**src/rtl/sel_split_n.sv**
```systemverilog
// sel_split_n: routes one-cycle upstream requests to one of N credit-managed
// downstream channels, then acknowledges upstream FREE_DELAY cycles after the
// downstream drive pulse. Protocol violations raise a sticky error flag.
module sel_split_n #(
    parameter int N          = 3,
    parameter int CREDITS    = 1,
    parameter int FREE_DELAY = 2
) (
    input  logic         clk,
    input  logic         rst,
    input  logic         i_drive,
    input  logic [N-1:0] i_sel,
    input  logic [N-1:0] i_freeNext,
    output logic         o_free,
    output logic [N-1:0] o_driveNext,
    output logic         o_busy,
    output logic         o_err
);

    localparam int CW = $clog2(CREDITS + 1);
    localparam int DW = $clog2(FREE_DELAY + 1);

    localparam logic [CW-1:0] CRED_MAX = CW'(CREDITS);
    localparam logic [CW-1:0] CRED_ONE = CW'(1);
    localparam logic [DW-1:0] DLY_ZERO = DW'(0);
    localparam logic [DW-1:0] DLY_ONE  = DW'(1);
    // Cycle in which the o_free pulse is launched (it appears one cycle later).
    localparam logic [DW-1:0] DLY_FIRE = DW'(FREE_DELAY - 1);
    // Cycle in which o_free is visible; the FSM leaves DELAY after it.
    localparam logic [DW-1:0] DLY_LAST = DW'(FREE_DELAY);

    typedef enum logic [1:0] {
        IDLE        = 2'd0,
        WAIT_CREDIT = 2'd1,
        DELAY       = 2'd2
    } state_t;

    state_t         state_r;
    state_t         nextState_s;
    logic [N-1:0]   selLatch_r;
    logic [N-1:0]   selNext_s;
    logic [DW-1:0]  delayCnt_r;
    logic [DW-1:0]  delayNext_s;
    logic [CW-1:0]  credCnt_r  [N];
    logic [CW-1:0]  credNext_s [N];
    logic [N-1:0]   credNz_s;
    logic [N-1:0]   credOvf_s;
    logic [N-1:0]   consumeVec_s;
    logic [N-1:0]   driveNext_s;
    logic           freePulse_s;
    logic           protoErr_s;

    logic [N-1:0]   driveNext_r;
    logic           free_r;
    logic           busy_r;
    logic           err_r;

    // True when exactly one bit of the select vector is set.
    function automatic logic isOneHot(input logic [N-1:0] v);
        logic [N-1:0] vMinusOne;
        vMinusOne = v - {{(N-1){1'b0}}, 1'b1};
        return (v != {N{1'b0}}) && ((v & vMinusOne) == {N{1'b0}});
    endfunction

    // Per-channel "has at least one credit" flags.
    always_comb begin
        for (int k = 0; k < N; k++) begin
            credNz_s[k] = (credCnt_r[k] != {CW{1'b0}});
        end
    end

    // FSM next-state, channel consume and output-pulse decisions.
    always_comb begin
        nextState_s  = state_r;
        selNext_s    = selLatch_r;
        delayNext_s  = delayCnt_r;
        consumeVec_s = {N{1'b0}};
        driveNext_s  = {N{1'b0}};
        freePulse_s  = 1'b0;
        protoErr_s   = 1'b0;
        case (state_r)
            IDLE: begin
                if (i_drive) begin
                    if (isOneHot(i_sel)) begin
                        selNext_s = i_sel;
                        if ((i_sel & credNz_s) != {N{1'b0}}) begin
                            driveNext_s  = i_sel;
                            consumeVec_s = i_sel;
                            delayNext_s  = DLY_ZERO;
                            nextState_s  = DELAY;
                        end else begin
                            nextState_s = WAIT_CREDIT;
                        end
                    end else begin
                        // Malformed select: acknowledge and drop it.
                        protoErr_s  = 1'b1;
                        freePulse_s = 1'b1;
                    end
                end else begin
                    nextState_s = IDLE;
                end
            end
            WAIT_CREDIT: begin
                if (i_drive) begin
                    protoErr_s = 1'b1;
                end else begin
                    protoErr_s = 1'b0;
                end
                // A credit returned this very cycle is usable immediately.
                if ((selLatch_r & (credNz_s | i_freeNext)) != {N{1'b0}}) begin
                    driveNext_s  = selLatch_r;
                    consumeVec_s = selLatch_r;
                    delayNext_s  = DLY_ZERO;
                    nextState_s  = DELAY;
                end else begin
                    nextState_s = WAIT_CREDIT;
                end
            end
            DELAY: begin
                if (i_drive) begin
                    protoErr_s = 1'b1;
                end else begin
                    protoErr_s = 1'b0;
                end
                if (delayCnt_r == DLY_LAST) begin
                    // o_free is visible now; the next cycle accepts a request.
                    nextState_s = IDLE;
                    delayNext_s = DLY_ZERO;
                    selNext_s   = {N{1'b0}};
                end else begin
                    delayNext_s = delayCnt_r + DLY_ONE;
                    if (delayCnt_r == DLY_FIRE) begin
                        freePulse_s = 1'b1;
                    end else begin
                        freePulse_s = 1'b0;
                    end
                end
            end
            default: begin
                nextState_s = IDLE;
                selNext_s   = {N{1'b0}};
                delayNext_s = DLY_ZERO;
            end
        endcase
    end

    // Credit arithmetic: a return and a consume in the same cycle cancel out.
    always_comb begin
        credOvf_s = {N{1'b0}};
        for (int k = 0; k < N; k++) begin
            credNext_s[k] = credCnt_r[k];
            if (consumeVec_s[k] && !i_freeNext[k]) begin
                credNext_s[k] = credCnt_r[k] - CRED_ONE;
            end else if (i_freeNext[k] && !consumeVec_s[k]) begin
                if (credCnt_r[k] == CRED_MAX) begin
                    credOvf_s[k] = 1'b1;
                end else begin
                    credNext_s[k] = credCnt_r[k] + CRED_ONE;
                end
            end else begin
                credNext_s[k] = credCnt_r[k];
            end
        end
    end

    // FSM state, latched channel select and delay counter.
    always_ff @(posedge clk) begin
        if (rst) begin
            state_r    <= IDLE;
            selLatch_r <= {N{1'b0}};
            delayCnt_r <= DLY_ZERO;
        end else begin
            state_r    <= nextState_s;
            selLatch_r <= selNext_s;
            delayCnt_r <= delayNext_s;
        end
    end

    // Per-channel credit counters, refilled to the maximum on reset.
    always_ff @(posedge clk) begin
        for (int k = 0; k < N; k++) begin
            if (rst) begin
                credCnt_r[k] <= CRED_MAX;
            end else begin
                credCnt_r[k] <= credNext_s[k];
            end
        end
    end

    // Registered outputs; the error flag is sticky until reset.
    always_ff @(posedge clk) begin
        if (rst) begin
            driveNext_r <= {N{1'b0}};
            free_r      <= 1'b0;
            busy_r      <= 1'b0;
            err_r       <= 1'b0;
        end else begin
            driveNext_r <= driveNext_s;
            free_r      <= freePulse_s;
            busy_r      <= (nextState_s != IDLE);
            err_r       <= err_r | protoErr_s | (|credOvf_s);
        end
    end

    assign o_driveNext = driveNext_r;
    assign o_free      = free_r;
    assign o_busy      = busy_r;
    assign o_err       = err_r;

endmodule

```
**config.mk**
```make
export PLATFORM = sky130hd
export DESIGN_NAME = sel_split_n
export DESIGN_NICKNAME = d
export VERILOG_FILES = /design/src/rtl/sel_split_n.sv
export SDC_FILE = /design/constraint.sdc
export NUM_CORES = 1
export LEC_CHECK = 0
export ABC_CLOCK_PERIOD_IN_PS = 2300
export CAP_MARGIN = 20
export CORE_ASPECT_RATIO = 1.4
export CORE_UTILIZATION = 52
export DETAILED_ROUTE_END_ITERATION = 12
export MAX_ROUTING_LAYER = met4
export PLACE_DENSITY = 0.77
export SLEW_MARGIN = 20
export SYNTH_ARGS = -nofsm -noshare
export SYNTH_HDL_FRONTEND = slang
export SYNTH_SLANG_ARGS = --single-unit
```
**constraint.sdc**
```tcl
create_clock -name clk -period 2.3 [get_ports clk]
set_input_delay 0.23 -clock clk [delete_from_list [all_inputs] [get_ports clk]]
set_output_delay 0.23 -clock clk [all_outputs]
set_load 0.02 [all_outputs]
```
==> flow_summary.yaml, run 1 <==
outcome:
  status: "completed"
setup_path:
  cp_slowest_stage_delay_ns: 0.37
  worstPathCellList: "inv_1 > ha_1 > nand2_1 > or2_2 > and3_1 > o21bai_1"
  cp_max_fo: 11
  path_delay_family: "simple AND/OR/NAND/NOR gates"
  crit_buf_inv: 1
  critical_path_class: "reg -> reg"
  arrival_ns: 1.95
  cp_num_cells: 6
  cp-start-kind: "flop"
  cpMaxStageDelayCell: "dfxtp_1"
  r2r_cells: 6
  cp-end-kind: "flop"
  cp.required_ns: 2.30
sta:
  tightestPinTransition_ns: 0.590
  slew_violations: 0
  final_hold_viol_count: 0
  rsz0062_at_grt: "no"
  fin_crit_sh_pct: 84.7
  skew_ns: 0.00366
  slew_headroom_pct: 60.5
  hold-worst-slack_ns: 0.507
  finalSetupTns_ns: 0
  layout_min_cycle_time_ns: 1.95
  setup_viol: 0
  max_freq_mhz: 514
pwr:
  powerDensity_nw_per_um2: 580
  swShare_pct: 31.0
  clkPwrFrac_pct: 27.2
  power.internal_uw: 474
  ir_worst_vdd_mv: 0.501
  p_leak_nw: 0.455
  switchingPower_uw: 213
  pwr-share-comb_pct: 27.3
  seq_power_share_pct: 45.5
floorplan:
  core_area_sq_um: 1780
  die_y_microns: 54.0
  initial_core_util_pct: 56.5
  std_cell_rows: 18
  die-area_sq_um: 2110
  ios: 15
  die_w_microns: 39.2
hold_path:
  hold_class: "reg -> reg"
  whs_path_depth: 2
routing:
  wl_per_cell_microns: 16.1
  drt_wl_total_microns: 2420
  via_per_inst: 6.72
  initialDrtViolationCount: 27
  vias: 1015
  antenna_left: 0
  first_pass_iters: 4
  drc: 0
synthesis:
  syn_inst: 117
  synth_area_leader_cell: "dfxtp_1"
  yosysSeqAreaShare_pct: 32.9
  syn_avg_cell_area_sq_um: 8.59
  synth_edf_count: 1
  synth.distinct_cells: 42
  async_reset_ff_share_pct: 0
  syn_area_sq_um: 1000
  synth_seq_cells: 16
  synth_nets: 130
  synth_top_area_share_pct: 29.9
  synth_ff_type: "dfxtp_1"
  yosysWarnings: 0
  synth_area_leaders: "dfxtp_1 30%, nand4_1 5.6%, a21oi_1 5.5%, ha_1 5.0%, nand2b_1 3.7%"
flow_run:
  max-cap-violations: 0
layout:
  final_cells: 151
  fin_nets: 145
  drive_gt1_share_pct: 5.34
  design_area_sq_um: 1190
  antenna_cells: 0
  post-route-util_pct: 66.7
  syn_to_final_growth_pct: 18.1
grt:
  grt_pass1_wl_microns: 3590
  antenna_found_initial: 0
  grt_overflow_total: 0
  grt.busiest_layer: "met2"
  grt_pass1_vias: 903
  grt_max_degree: 17
  grt_use_met1_pct: 27.8
  gr-usage-all-layers_pct: 24.9
  grtUsageMet3_pct: 4.13
  use_met2_pct: 40.8
clock_network:
  clock_latency_ns: 0.29
  cts.sink_count: 16
  htreeDepth: 1
  postCtsHoldBufs: 0
  path_clk_slew_ns: 0.10
  cts-root-buf: "clkbuf_4"
  ctsResizeCount: 0
  cts_buffer_depth: 2
  cts_tree: "done"
  post_cts_buffers: 0
  cts_buffers: 3
place:
  dp_cells: 147
  gp_congestion: 0.862
  place_area_sq_um: 1150
  port-buffer-count: 14
  dp_hpwl_microns: 1760
[power by group through the flow]
| stage | combinational, mW | sequential [mW] | clock, mW |
|---|---|---|---|
| final | 0.188 | 0.313 | 0.187 |
| after global routing | 0.202 | 0.315 | 0.205 |
| after CTS | 0.184 | 0.313 | 0.188 |
| after detailed placement | 0.182 | 0.319 | 0 |
| after global placement | 0.180 | 0.317 | 0 |
| after floorplan | 0.116 | 0.324 | 0 |
[cell families after synthesis]
family | Yosys count | share of synthesized area, %
DFF | 16 | 32.9
adders and majority gates | 4 | 4.98
and+or+nand+nor | 43 | 24.5
muxes | 1 | 0.996
xor gates and xnor gates | 1 | 0.872
buffers and inverters | 7 | 3.11
AOI/OAI and AO/OA | 45 | 32.6
[cell type report]
| class | count | area [sq um] |
|---|---|---|
| Multi-Input combinational cell | 94 | 643 |
| Fill cell | 150 | 593 |
| Sequential cell | 16 | 330 |
| Timing Repair Buffer | 14 | 140 |
| Clock buffer | 4 | 36.3 |
| Tap cell | 20 | 25.0 |
| Inverter | 3 | 11.3 |
[registers in the layout, indices dropped and copies added, names as in the netlist]
name	count
selLatch_r	3
o_err	1
o_busy	1
o_driveNext	3
delayCnt_r	2
o_free	1
credCnt_r	3
state_r	2
[worst register-to-register path, cell delays in order, from the launching register on]
cell and delay (ns):
dfxtp_1 0.37, inv_1 0.09, ha_1 0.37, nand2_1 0.17, or2_2 0.36, and3_1 0.18
o21bai_1 0.13
[cell usage after synthesis (3+ instances only)]
cell	instances
dfxtp_1	15
a21oi_1	11
nand4_1	9
nand2_1	8
nand2b_1	6
o21ai_0	6
a21o_1	4
ha_1	4
nor2_1	4
o31ai_1	4
inv_1	3
nand3_1	3
o211a_1	3
[path summary, 6_finish.rpt]
check	start	endpoint	slack [ns]
max	state_r[0]$_SDFF_PP0_	credCnt_r[2]$_DFFE_PP_	0.35
min	delayCnt_r[0]$_SDFFE_PP0P_	delayCnt_r[0]$_SDFFE_PP0P_	0.51
max reg2reg	state_r[0]$_SDFF_PP0_	credCnt_r[2]$_DFFE_PP_	0.35
min reg2reg	delayCnt_r[0]$_SDFFE_PP0P_	delayCnt_r[0]$_SDFFE_PP0P_	0.51
[metrics by stage]
step | power (mW) | setup WS [ns]
floorplan | 0.440 | 0.601
global placement | 0.497 | 0.313
detailed placement | 0.501 | 0.297
CTS | 0.684 | 0.372
global route | 0.723 | 0.241
finish | 0.688 | 0.353
[layer usage]
layer  share of wire (%)  wire (microns)
met2                  49            1190
met3                 7.1             173
met4                 2.9              71
met5                   0               0
met1                  41             986
[cells in the final DEF, fill, tap and decap left out, types with 4 or more instances in the layout]
| master | instances |
|---|---|
| a21oi_1 | 11 |
| o21ai_0 | 6 |
| a21o_1 | 4 |
| o31ai_1 | 4 |
| ha_1 | 4 |
| nand2_1 | 8 |
| dfxtp_1 | 15 |
| nand4_1 | 9 |
| clkdlybuf4s50_1 | 14 |
| nor2_1 | 4 |
| nand2b_1 | 6 |
No activity file was read; power rests on OpenSTA's default activity.
==> run 2: changes to the inputs <==
- ABC_CLOCK_PERIOD_IN_PS: 2300 -> 1800
- clock period: 2.3 -> 1.8 ns (I/O delays scaled with it)
==> run 2 against run 1 <==
Against the previous run:
- die area is the same
- total power grew 30%
- maximum frequency grew 16%
- final area grew 12%
- sequential share of layout area shrank 2.9 points
- clock power grew 10%
- wire length grew 8.0%
- clock skew is essentially flat
- cell count grew 9.9%
- first-iteration DRC count shrank 3.7%
- combinational power grew 51%
- hold slack lost 0.0020 ns
- largest power group unchanged
==> flow_summary.yaml, run 2 (synthesis results as in run 1) <==
sta:
  skew_ns: 0.00386
  fin_crit_sh_pct: 93.3
  setup_viol: 0
  slew_violations: 0
  rsz0062_at_grt: "no"
  tightestPinTransition_ns: 0.422
  final_hold_viol_count: 0
  hold-worst-slack_ns: 0.505
  slew_headroom_pct: 71.7
  max_freq_mhz: 595
  layout_min_cycle_time_ns: 1.68
clock_network:
  cts_tree: "done"
  cts-root-buf: "clkbuf_4"
  htreeDepth: 1
  cts.sink_count: 16
  clock_latency_ns: 0.29
  cts_buffers: 3
  cts_buffer_depth: 2
  path_clk_slew_ns: 0.10
  post_cts_buffers: 0
floorplan:
  core_area_sq_um: 1780
  initial_core_util_pct: 56.5
  ios: 15
  die_y_microns: 54.0
  die_w_microns: 39.2
  std_cell_rows: 18
  die-area_sq_um: 2110
setup_path:
  cp_slowest_stage_delay_ns: 0.35
  r2r_slack_ns: 0.12
  cp.required_ns: 1.81
  cpMaxStageDelayCell: "dfxtp_1"
  arrival_ns: 1.69
  cp-start-kind: "flop"
  cp_max_fo: 5
  worstPathCellList: "inv_2 > ha_4 > nand2_1 > or2_2 > and3_1 > o21bai_1"
  crit_buf_inv: 1
  cp-end-kind: "flop"
  path_delay_family: "simple AND/OR/NAND/NOR gates"
  critical_path_class: "reg -> reg"
pwr:
  ir_worst_vdd_mv: 0.562
  p_leak_nw: 0.516
  powerDensity_nw_per_um2: 673
grt:
  gr-usage-all-layers_pct: 27.7
  grt_max_degree: 12
  grt_pass1_wl_microns: 3980
  antenna_found_initial: 0
  grt_overflow_total: 0
  grt_pass1_vias: 894
layout:
  fin_nets: 160
  antenna_cells: 0
  final_cell_mix: "15 x buf_4, 14 x dfxtp_1, 14 x clkdlybuf4s50_1"
  final_cells: 166
  final_common_cell: "buf_4"
  drive_gt1_share_pct: 18.5
  syn_to_final_growth_pct: 32.3
place:
  port-buffer-count: 14
  dp_cells: 162
  gp_congestion: 0.816
  dp_hpwl_microns: 1960
routing:
  drc: 0
  wl_per_cell_microns: 15.8
  drt_wl_total_microns: 2620
  via_per_inst: 6.38
  first_pass_iters: 4
  vias: 1059
  initialDrtViolationCount: 26
  antenna_left: 0
outcome:
  status: "completed"
hold_path:
  hold_class: "reg -> reg"
flow_run:
  max-cap-violations: 0
## run 2: cell count changes in the layout (fill, tap and decap cells not counted)
cell | before | now
buf_4 | 0 | 15
ha_4 | 0 | 2
clkbuf_1 | 0 | 1
o31ai_1 | 4 | 3
inv_1 | 3 | 1
ha_1 | 4 | 2
o31ai_4 | 0 | 1
clkbuf_8 | 1 | 0
dfxtp_1 | 15 | 14
inv_2 | 0 | 2
dfxtp_2 | 0 | 1
## run 2: cell type report
class / instances / area (sq um)
Inverter: 3 / 11.3
Tap cell: 20 / 25.0
Timing Repair Buffer: 29 / 253
Fill cell: 136 / 450
Sequential cell: 16 / 332
Multi-Input combinational cell: 94 / 682
Clock buffer: 4 / 26.3
## run 2: report_power, final
part | switching, mW | internal (mW) | total (mW)
combinational | 0.148 | 0.136 | 0.284
sequential | 0.0225 | 0.382 | 0.404
clock | 0.120 | 0.0863 | 0.206
## run 2: timing repair
item | in CTS | in global routing
hold buffers | 0 | 0
endpoints found under the hold margin | 0 | 0
gates cloned | 0 | 0
endpoints found under the setup margin | 1 | 7
resized for setup | 1 | 8
## run 2: path summary, 6_finish.rpt
check,start,endpoint,cells after the start
worst min-delay path,delayCnt_r[0]$_SDFFE_PP0P_,delayCnt_r[0]$_SDFFE_PP0P_,2
worst min register to register,delayCnt_r[0]$_SDFFE_PP0P_,delayCnt_r[0]$_SDFFE_PP0P_,2
worst max-delay path,state_r[1]$_SDFF_PP0_,credCnt_r[2]$_DFFE_PP_,6
worst max register to register,state_r[1]$_SDFF_PP0_,credCnt_r[2]$_DFFE_PP_,6
## run 2: per-stage QoR
stage	total power, mW	utilization (%)	setup WS [ns]	TNS, ns	cell area (sq um)
floorplan	0.562	-	0.101	0	1000
global placement	0.666	71.0	-0.0800	-0.197	1260
detailed placement	0.672	71.0	-0.120	-0.384	1260
CTS	0.871	72.7	0.0198	0	1290
global route	0.932	74.7	0.0361	0	1330
finish	0.895	74.7	0.121	0	1330
## run 2: routing by layer
metal / track usage [%] / part of all wire [%]
met1: 33.7 / 46
met2: 48.3 / 49
met3: 2.48 / 3.8
met4: 6.90 / 1.0
met5: - / 0
## run 2: worst register-to-register path: cells and delay by family, from the launching register on
family	cells	cell delay [ns]
and+or+nand+nor	3	0.64
DFF	1	0.35
adders and majority gates	1	0.17
AOI/OAI and AO/OA	1	0.13
buffers and inverters	1	0.12
==> run 3: changes to the inputs <==
- CORE_UTILIZATION: 52 -> 35
- GPL_ROUTABILITY_DRIVEN: not set -> 1
- PLACE_DENSITY: 0.77 -> not set
==> run 3 against run 2 <==
Against the previous run:
- critical path type unchanged
- sequential share of layout area is 1.4 points lower
- global-route usage is 5.5 points lower
- combinational power is 11% higher
- maximum frequency is 1.9% lower
- largest power group unchanged
- total power is 7.8% higher
- highest routed layer unchanged
- count of clock-buffer cells in the layout stayed put
- critical endpoint unchanged
- hold slack better by 0.014 ns
- die area is 46% higher
- flip-flop and latch count stayed put
==> flow_summary.yaml, run 3 (synthesis results as in run 1) <==
grt:
  grt_max_degree: 15
  gr-usage-all-layers_pct: 22.2
  grt_pass1_vias: 1091
  grt_overflow_total: 0
  antenna_found_initial: 0
  grt_pass1_wl_microns: 4750
pwr:
  pwr-share-comb_pct: 32.8
  powerDensity_nw_per_um2: 688
  swShare_pct: 31.6
  finalPower_uw: 964
  p_leak_nw: 0.555
  clkPwrFrac_pct: 25.9
  power.internal_uw: 659
  seq_power_share_pct: 41.3
  switchingPower_uw: 305
  ir_worst_vdd_mv: 0.567
clock_network:
  cts_buffer_depth: 2
  path_clk_slew_ns: 0.10
  cts_tree: "done"
  post_cts_buffers: 0
  cts.sink_count: 16
  htreeDepth: 1
  ctsResizeCount: 0
  clock_latency_ns: 0.30
  postCtsHoldBufs: 0
  cts-root-buf: "clkbuf_4"
  cts_buffers: 3
setup_path:
  r2r_start: "state_r[0]$_SDFF_PP0_"
  r2r_cells: 6
  cp-end-kind: "flop"
  cp-start-kind: "flop"
  r2r_slack_ns: 0.09
  r2r-end: "credCnt_r[2]$_DFFE_PP_"
  cp.required_ns: 1.81
  critical_path_class: "reg -> reg"
  arrival_ns: 1.73
  cp_max_fo: 6
layout:
  final_common_cell: "buf_4"
  drive_gt1_share_pct: 22.4
  syn_to_final_growth_pct: 39.6
  final_cell_mix: "21 x buf_4, 15 x dfxtp_1, 14 x clkdlybuf4s50_1"
  fin_nets: 166
  post-route-util_pct: 52.5
  antenna_cells: 0
routing:
  drc: 0
  antenna_left: 0
  via_per_inst: 5.74
  initialDrtViolationCount: 33
  wl_per_cell_microns: 15.3
  vias: 1080
  first_pass_iters: 4
  drt_wl_total_microns: 2890
sta:
  fin_crit_sh_pct: 95.1
  hold-worst-slack_ns: 0.518
  rsz0062_at_grt: "no"
  max_freq_mhz: 584
  slew_headroom_pct: 69.8
  finalSetupTns_ns: 0
  slew_violations: 0
  setup_viol: 0
  layout_min_cycle_time_ns: 1.71
  tightestPinTransition_ns: 0.450
  final_hold_viol_count: 0
  skew_ns: 0.00517
hold_path:
  hold_class: "reg -> reg"
  min_from: "selLatch_r[2]$_SDFFE_PP0P_"
  worstHoldEndpoint: "selLatch_r[2]$_SDFFE_PP0P_"
  whs_path_depth: 2
floorplan:
  core_area_sq_um: 2670
  ios: 15
  initial_core_util_pct: 37.6
  die_w_microns: 47.3
  die_y_microns: 65.4
  std_cell_rows: 22
  die-area_sq_um: 3090
place:
  gp_congestion: 0.854
  dp_hpwl_microns: 2200
  port-buffer-count: 14
flow_run:
  max-cap-violations: 0
outcome:
  status: "completed"
## run 3: layout make-up
| cell class | instances | area [sq um] |
|---|---|---|
| multi-input combinational | 94 | 682 |
| inverter | 3 | 11.3 |
| fill | 269 | 1270 |
| sequential | 16 | 330 |
| clock buffer | 4 | 36.3 |
| tap | 36 | 45.0 |
| timing repair buffer | 35 | 298 |
## run 3: how the worst max path moves through the flow
stage	end	from	slack (ns)	cells after the start
final	credCnt_r[2]$_DFFE_PP_	state_r[0]$_SDFF_PP0_	0.09	6
after global routing	credCnt_r[2]$_DFFE_PP_	state_r[0]$_SDFF_PP0_	0.006	6
after CTS	o_err$_SDFF_PP0_	state_r[0]$_SDFF_PP0_	0.02	7
after detailed placement	credCnt_r[1]$_DFF_P_	i_sel[1]	-0.16	6
after global placement	credCnt_r[2]$_DFFE_PP_	i_sel[1]	-0.15	5
after floorplan	credCnt_r[2]$_DFFE_PP_	state_r[0]$_SDFF_PP0_	0.10	7
## run 3: per-stage QoR
stage | instance area [sq um] | instances | setup slack, ns
2_1_floorplan | 1000 | 117 | 0.101
3_3_place_gp | 1330 | 184 | -0.153
3_5_place_dp | 1330 | 184 | -0.160
4_1_cts | 1360 | 188 | 0.0186
5_1_grt | 1400 | 188 | 0.00643
6_report | 1400 | 188 | 0.0882
## run 3: per-layer routing
metal,global-route usage (%),part of all wire (%)
met1,25.9,42
met2,33.6,52
met3,2.20,1.8
met4,16.8,3.6
met5,-,0
## run 3: critical path, cell delays in order, from the launching register on
cell	delay (ns)
dfxtp_1	0.35
inv_1	0.13
ha_4	0.18
nand2_1	0.10
or2_2	0.35
and3_1	0.17
o21bai_1	0.14
## run 3: power by group through the flow
stage          clock network (mW)  registers, mW  logic, mW
2_1_floorplan                   0          0.414      0.148
3_3_place_gp                    0          0.405      0.291
3_5_place_dp                    0          0.407      0.293
4_1_cts                     0.257          0.398      0.295
5_1_grt                     0.277          0.401      0.345
6_report                    0.250          0.399      0.316
